===== src/rtl/vliw_pkg.sv =====
// rtl/vliw_pkg.sv - shared opcodes, lane record and NOP lane helper for the decode stage
package vliw_pkg;

   localparam logic [3:0] OP_NOP  = 4'd0;
   localparam logic [3:0] OP_LOAD = 4'd1;
   localparam logic [3:0] REG0    = 4'd0;

   localparam int LANE_OP_W   = 4;
   localparam int LANE_REG_W  = 4;
   localparam int LANE_DATA_W = 64;

   typedef struct packed {
      logic [LANE_OP_W-1:0]   inst;
      logic [LANE_REG_W-1:0]  dest;
      logic [LANE_DATA_W-1:0] data;
   } lane_t;

   // A lane that does nothing: no opcode, writes REG0, carries no data.
   function automatic lane_t nop_lane();
      lane_t l;
      l.inst = OP_NOP;
      l.dest = REG0;
      l.data = '0;
      return l;
   endfunction

endpackage


===== src/rtl/vliw_lane_sanitise.sv =====
// rtl/vliw_lane_sanitise.sv - per-bundle opcode/dest/data cleanup and intra-bundle WAW squash
module vliw_lane_sanitise
   import vliw_pkg::*;
#(
   parameter int NUM_LANES = 3,
   parameter int OP_W      = 4,
   parameter int REG_W     = 4,
   parameter int DATA_W    = 64
) (
   input  logic [NUM_LANES*OP_W-1:0]   raw_inst,
   input  logic [NUM_LANES*REG_W-1:0]  raw_dest,
   input  logic [NUM_LANES*DATA_W-1:0] raw_data,
   output logic [NUM_LANES*OP_W-1:0]   clean_inst,
   output logic [NUM_LANES*REG_W-1:0]  clean_dest,
   output logic [NUM_LANES*DATA_W-1:0] clean_data,
   output logic [NUM_LANES-1:0]        squash
);

   localparam logic [OP_W-1:0]  NOP_OP  = OP_W'(OP_NOP);
   localparam logic [OP_W-1:0]  LOAD_OP = OP_W'(OP_LOAD);
   localparam logic [REG_W-1:0] R0      = REG_W'(REG0);

   logic [OP_W-1:0]   op  [NUM_LANES];
   logic [REG_W-1:0]  dst [NUM_LANES];
   logic [DATA_W-1:0] dat [NUM_LANES];
   logic [NUM_LANES-1:0] lane_kill;

   // Lane 0 lives in the most significant slice of every bus.
   for (genvar g = 0; g < NUM_LANES; g++) begin : g_unpack
      assign op[g]  = raw_inst[(NUM_LANES-1-g)*OP_W   +: OP_W];
      assign dst[g] = raw_dest[(NUM_LANES-1-g)*REG_W  +: REG_W];
      assign dat[g] = raw_data[(NUM_LANES-1-g)*DATA_W +: DATA_W];
   end

   // A lane dies if any later lane writes the same real register; decided on original opcodes.
   always_comb begin
      lane_kill = '0;
      for (int i = 0; i < NUM_LANES; i++) begin
         for (int j = i + 1; j < NUM_LANES; j++) begin
            if (op[i] != NOP_OP && op[j] != NOP_OP && dst[i] != R0 && dst[i] == dst[j])
               lane_kill[i] = 1'b1;
         end
      end
   end

   for (genvar g = 0; g < NUM_LANES; g++) begin : g_pack
      assign clean_inst[(NUM_LANES-1-g)*OP_W +: OP_W] = lane_kill[g] ? NOP_OP : op[g];
      assign clean_dest[(NUM_LANES-1-g)*REG_W +: REG_W] =
         (lane_kill[g] || op[g] == NOP_OP) ? R0 : dst[g];
      assign clean_data[(NUM_LANES-1-g)*DATA_W +: DATA_W] =
         (!lane_kill[g] && op[g] == LOAD_OP) ? dat[g] : '0;
      assign squash[NUM_LANES-1-g] = lane_kill[g];
   end

endmodule


===== src/rtl/vliw_decode_stage.sv =====
// rtl/vliw_decode_stage.sv - decode stage with output register, skid buffer, flush and statistics
module vliw_decode_stage
   import vliw_pkg::*;
#(
   parameter int NUM_LANES = 3,
   parameter int OP_W      = 4,
   parameter int REG_W     = 4,
   parameter int DATA_W    = 64,
   parameter int CNT_W     = 32
) (
   input  logic                        clock,
   input  logic                        reset,
   input  logic                        flush,
   input  logic                        f2d_valid,
   output logic                        d2f_ready,
   input  logic [NUM_LANES*OP_W-1:0]   f2d_inst,
   input  logic [NUM_LANES*REG_W-1:0]  f2d_dest,
   input  logic [NUM_LANES*DATA_W-1:0] f2d_data,
   output logic                        d2e_valid,
   input  logic                        e2d_ready,
   output logic [NUM_LANES*OP_W-1:0]   d2e_inst,
   output logic [NUM_LANES*REG_W-1:0]  d2e_dest,
   output logic [NUM_LANES*DATA_W-1:0] d2e_data,
   output logic [NUM_LANES-1:0]        d2e_squash,
   output logic [CNT_W-1:0]            stat_bundles,
   output logic [CNT_W-1:0]            stat_squashes
);

   localparam logic [NUM_LANES*OP_W-1:0]  NOP_INST = {NUM_LANES{OP_W'(OP_NOP)}};
   localparam logic [NUM_LANES*REG_W-1:0] NOP_DEST = {NUM_LANES{REG_W'(REG0)}};

   logic [NUM_LANES*OP_W-1:0]   new_inst;
   logic [NUM_LANES*REG_W-1:0]  new_dest;
   logic [NUM_LANES*DATA_W-1:0] new_data;
   logic [NUM_LANES-1:0]        new_squash;

   logic [NUM_LANES*OP_W-1:0]   skid_inst;
   logic [NUM_LANES*REG_W-1:0]  skid_dest;
   logic [NUM_LANES*DATA_W-1:0] skid_data;
   logic [NUM_LANES-1:0]        skid_squash;
   logic                        skid_full;

   logic             accept;
   logic             xfer;
   logic [CNT_W-1:0] sq_count;

   vliw_lane_sanitise #(
      .NUM_LANES (NUM_LANES),
      .OP_W      (OP_W),
      .REG_W     (REG_W),
      .DATA_W    (DATA_W)
   ) u_sanitise (
      .raw_inst   (f2d_inst),
      .raw_dest   (f2d_dest),
      .raw_data   (f2d_data),
      .clean_inst (new_inst),
      .clean_dest (new_dest),
      .clean_data (new_data),
      .squash     (new_squash)
   );

   assign accept = f2d_valid & d2f_ready;
   assign xfer   = d2e_valid & e2d_ready;

   // Number of squashed lanes in the bundle currently on the output.
   always_comb begin
      sq_count = '0;
      for (int k = 0; k < NUM_LANES; k++)
         sq_count = sq_count + CNT_W'(d2e_squash[k]);
   end

   // Output register and skid buffer; flush overrides everything, the skid drains before new input.
   always_ff @(posedge clock or posedge reset) begin
      if (reset) begin
         d2e_valid   <= 1'b0;
         d2e_inst    <= NOP_INST;
         d2e_dest    <= NOP_DEST;
         d2e_data    <= '0;
         d2e_squash  <= '0;
         skid_full   <= 1'b0;
         skid_inst   <= NOP_INST;
         skid_dest   <= NOP_DEST;
         skid_data   <= '0;
         skid_squash <= '0;
         d2f_ready   <= 1'b1;
      end else if (flush) begin
         d2e_valid  <= 1'b0;
         d2e_inst   <= NOP_INST;
         d2e_dest   <= NOP_DEST;
         d2e_data   <= '0;
         d2e_squash <= '0;
         skid_full  <= 1'b0;
         d2f_ready  <= 1'b1;
      end else if (!d2e_valid || e2d_ready) begin
         if (skid_full) begin
            d2e_valid  <= 1'b1;
            d2e_inst   <= skid_inst;
            d2e_dest   <= skid_dest;
            d2e_data   <= skid_data;
            d2e_squash <= skid_squash;
            skid_full  <= 1'b0;
            d2f_ready  <= 1'b1;
         end else if (accept) begin
            d2e_valid  <= 1'b1;
            d2e_inst   <= new_inst;
            d2e_dest   <= new_dest;
            d2e_data   <= new_data;
            d2e_squash <= new_squash;
         end else begin
            d2e_valid  <= 1'b0;
            d2e_inst   <= NOP_INST;
            d2e_dest   <= NOP_DEST;
            d2e_data   <= '0;
            d2e_squash <= '0;
         end
      end else if (accept) begin
         skid_full   <= 1'b1;
         skid_inst   <= new_inst;
         skid_dest   <= new_dest;
         skid_data   <= new_data;
         skid_squash <= new_squash;
         d2f_ready   <= 1'b0;
      end
   end

   // Delivery statistics; a transfer in a flush cycle was still seen by execute.
   always_ff @(posedge clock or posedge reset) begin
      if (reset) begin
         stat_bundles  <= '0;
         stat_squashes <= '0;
      end else if (xfer) begin
         stat_bundles  <= stat_bundles + CNT_W'(1);
         stat_squashes <= stat_squashes + sq_count;
      end
   end

endmodule

===== config.mk =====
export PLATFORM = sky130hd
export DESIGN_NAME = vliw_decode_stage
export DESIGN_NICKNAME = d
export VERILOG_FILES = /design/src/rtl/vliw_pkg.sv /design/src/rtl/vliw_lane_sanitise.sv /design/src/rtl/vliw_decode_stage.sv
export SDC_FILE = /design/constraint.sdc
export NUM_CORES = 1
export LEC_CHECK = 0
export CAP_MARGIN = 20
export CORE_MARGIN = 2
export CORE_UTILIZATION = 48
export CTS_BUF_LIST = sky130_fd_sc_hd__clkbuf_2 sky130_fd_sc_hd__clkbuf_4 sky130_fd_sc_hd__clkbuf_8
export DETAILED_ROUTE_END_ITERATION = 12
export DONT_BUFFER_PORTS = 1
export PLACE_DENSITY = 0.62
export SYNTH_ARGS = -nofsm -noshare
export SYNTH_HDL_FRONTEND = slang
export SYNTH_SLANG_ARGS = --single-unit
export TNS_END_PERCENT = 10

===== constraint.sdc =====
create_clock -name clock -period 18.2 [get_ports clock]
set_input_delay 2.73 -clock clock [delete_from_list [all_inputs] [get_ports clock]]
set_output_delay 2.73 -clock clock [all_outputs]
set_load 0.02 [all_outputs]

==> impl_results.md <==
* Status: finished clean
* Slew headroom at 0.252
* Setup Skew at 0.0248 ns
* Initial core utilization at 0.488
* FMAX at 207 MHz
* # H-tree levels at 3
* Final Hold Viols at 0
* Clk sink count at 503
* CTS hold repair buffers at 0
* Iteration count of the initial detailed-routing pass at 5
* Mean Syn Cell Area at 10.7 sq um
* Complex-gate fraction of the synthesized area at 0.211
* Seq cells post-synth at 503
* Mapped cell area at 20600 sq um
* Vias per inst at 5.95
* Chip Height at 211 um
* PostCTS Resize Cnt at 0
* First-pass GRT wire length at 87700 um
* Worst Hold Class: reg2reg
* Slew Limit Fails at 0
* Simple-gate portion of the synthesized area at 0.112
* Worst-Margin Slew at 1.12 ns
* Ys async rst share at 1.00
* Clk_lat worst skew at 0.66 ns
* Leakage at 9.80 nW
* Met3 GRT Util at 0.116
* M2 GR Usage at 0.386
* Util after Layout at 0.538
* N_diodes at 0
* CP startpoint kind: primary input
* Total Routed Length at 56700 um
* CP Max Fanout at 90
* DRC viols at 0
* Fin crit share at 0.266
* Largest family of logic cells by synthesized area: compound AO/OA/AOI/OAI gates
* Clock root cell: clkbuf_8
* Distinct cells, synth at 48
* Die ar. at 44500 sq um
* Unrepaired setup endpoints after global routing: false
* Layout cells sized above 1 at 0.107
* Max IR drop VDD at 0.0758 mV
* Hold WS at 0.476 ns
* Hold path depth at 2
* Ys Warns at 0
* Gate Count Post-Synth at 1924
* Area Overhead vs Synth at 10.1%
* DR WL/cell at 22.9 um
* Post-synth EDFFs at 0
* Cell area power density at 103 nW/um^2
* Met1 Use GR at 0.313
* DRT antenna net count at 0
* Max Cap Viol at 0
* Fin cells at 2479
* Starting DRC count in detailed routing at 1171
* Most Crowded Layer GR: met2
* Largest net degree at the start of global routing at 178
* Fin nets at 2108
* # Post-CTS Setup Buffers at 0
* Routability cong. at 0.815
* Post-synthesis mux area share at 0.000547
* Die width at 211 um
* Final count of negative-setup-slack endpoints at 0
* Worst Path Required at 18.77 ns
* Placed Instances at 2337
* Path depth of the worst reg2reg path at 8
* Initial antenna violation count at 1
* Sequential area share after synthesis at 0.612
* Crit path arrival time at 5.41 ns
* Number of global-route vias before repair at 14897
* I/O pin count at 506
* Grt ovf at 0
* PnR Total Power at 2.34 mW
* Final Critical Period at 4.84 ns
* Gr usage total at 0.253
* Setup_tns at 0 ns
* Number of buffers added on ports at 0
* Synth Area in XOR/XNOR at 0.0311
* Max clock buf depth at 3
* Net Count, Synth at 2148
* Synth Area in Adders at 0.00219
* DP HPWL at 35500 um
* Main flop type after synthesis: dfrtp_1
* Via count at 14756
* Crit path kind: in2reg
* CTS buffer count at 84
* CTS tree: done
* CP endpoint kind: flop
* Row cnt at 75
* Core area at 42100 sq um
* Clk slew on worst S/H paths at 0.06 ns
[cell families after synthesis]
logic type | count (synthesis)
AOI/OAI and AO/OA | 650
and+or+nand+nor | 535
DFF | 503
buffers and inverters | 158
xor gates and xnor gates | 73
adders and majority gates | 3
other | 1
muxes | 1
[per-layer routing]
layer | wire (um) | vias up | share of wire
met5 | 16 | - | 0.00028
met4 | 1900 | 2 | 0.034
met3 | 6250 | 119 | 0.11
met2 | 26400 | 533 | 0.47
met1 | 22100 | 7313 | 0.39
li1 | - | 6789 | -
[final timing paths]
check                                     to           start  slack (ns)
setup / recovery                d2e_data[99]       e2d_ready       13.36
hold reg to reg               skid_data[183]  skid_data[183]        0.48
setup reg to reg                d2e_data[99]       d2e_valid       14.81
hold / removal                skid_data[183]  skid_data[183]        0.48
min in group asynchronous  stat_squashes[24]           reset        2.05
max in group asynchronous      d2e_data[102]           reset       14.05
[worst max-delay path, cell delays in order]
cell      delay [ns]
nand2b_1        0.19
nand2b_2        0.07
buf_4           0.35
nor2_4          0.16
buf_4           0.56
buf_4           0.91
a22oi_1         0.16
o21ai_0         0.14
[area by class of cell]
type / count / area [sq um]
clock buffer: 138 / 1710
clock inverter: 4 / 22.5
fill: 3703 / 19500
inverter: 10 / 45.0
multi-input combinational: 1263 / 7420
sequential: 503 / 12600
tap: 539 / 674
timing repair buffer: 22 / 190
[cells in the final DEF (no fill, tap or decap), drive strengths merged, types with 2 or more instances in the layout]
master,count
and2,9
a22oi,214
nand2b,5
clkinv,3
nand3,30
or4,2
xnor2,47
o31ai,68
and3,8
nor2,16
nand2,411
clkbuf,138
buf,22
nor3,12
nand4,19
dfrtp,502
a21oi,4
a22o,69
o21ai,291
ha,2
nor4,9
and4,8
inv,10
o41ai,2
xor2,26
[per-stage QoR]
stage	setup slack [ns]	area [sq um]
final	13.36	22700
after global routing	13.16	22700
after CTS	13.38	22700
after detailed placement	12.66	20900
after global placement	12.69	20900
after floorplan	1.43	20600
[power by group]
| group | switching (mW) | internal [mW] |
|---|---|---|
| Clock | 0.436 | 0.585 |
| Sequential | 0.0460 | 1.16 |
| Combinational | 0.0816 | 0.0312 |
| Total | 0.564 | 1.78 |
[synth_stat cells (3+ instances only)]
cell type / count / area [sq um]
nand3_1: 30 / 150
o21ai_0: 170 / 851
a21oi_1: 4 / 20.0
buf_1: 7 / 26.3
a22oi_1: 213 / 1600
nor2_1: 14 / 52.6
o21ai_1: 120 / 601
clkbuf_1: 122 / 458
nand2_1: 411 / 1540
xnor2_1: 47 / 412
nor3_1: 11 / 55.1
nor4_1: 6 / 37.5
buf_2: 15 / 75.1
xor2_1: 26 / 228
and3_1: 8 / 50.1
inv_1: 10 / 37.5
and4_1: 8 / 70.1
buf_6: 3 / 33.8
o31ai_1: 48 / 360
and2_1: 9 / 56.3
a22o_1: 69 / 604
dfrtp_1: 502 / 12600
o31ai_2: 20 / 250
nand4_1: 19 / 119
nand2b_1: 5 / 31.3
[state kept, by name, indices dropped and copies added (netlist names)]
register,count
skid_inst,12
skid_squash,2
d2e_valid,1
d2e_squash,2
d2e_dest,12
skid_full,1
stat_squashes,32
d2e_data,192
d2f_ready,1
d2e_inst,12
skid_data,192
skid_dest,12
stat_bundles,32
No activity file was read; power rests on OpenSTA's default activity.
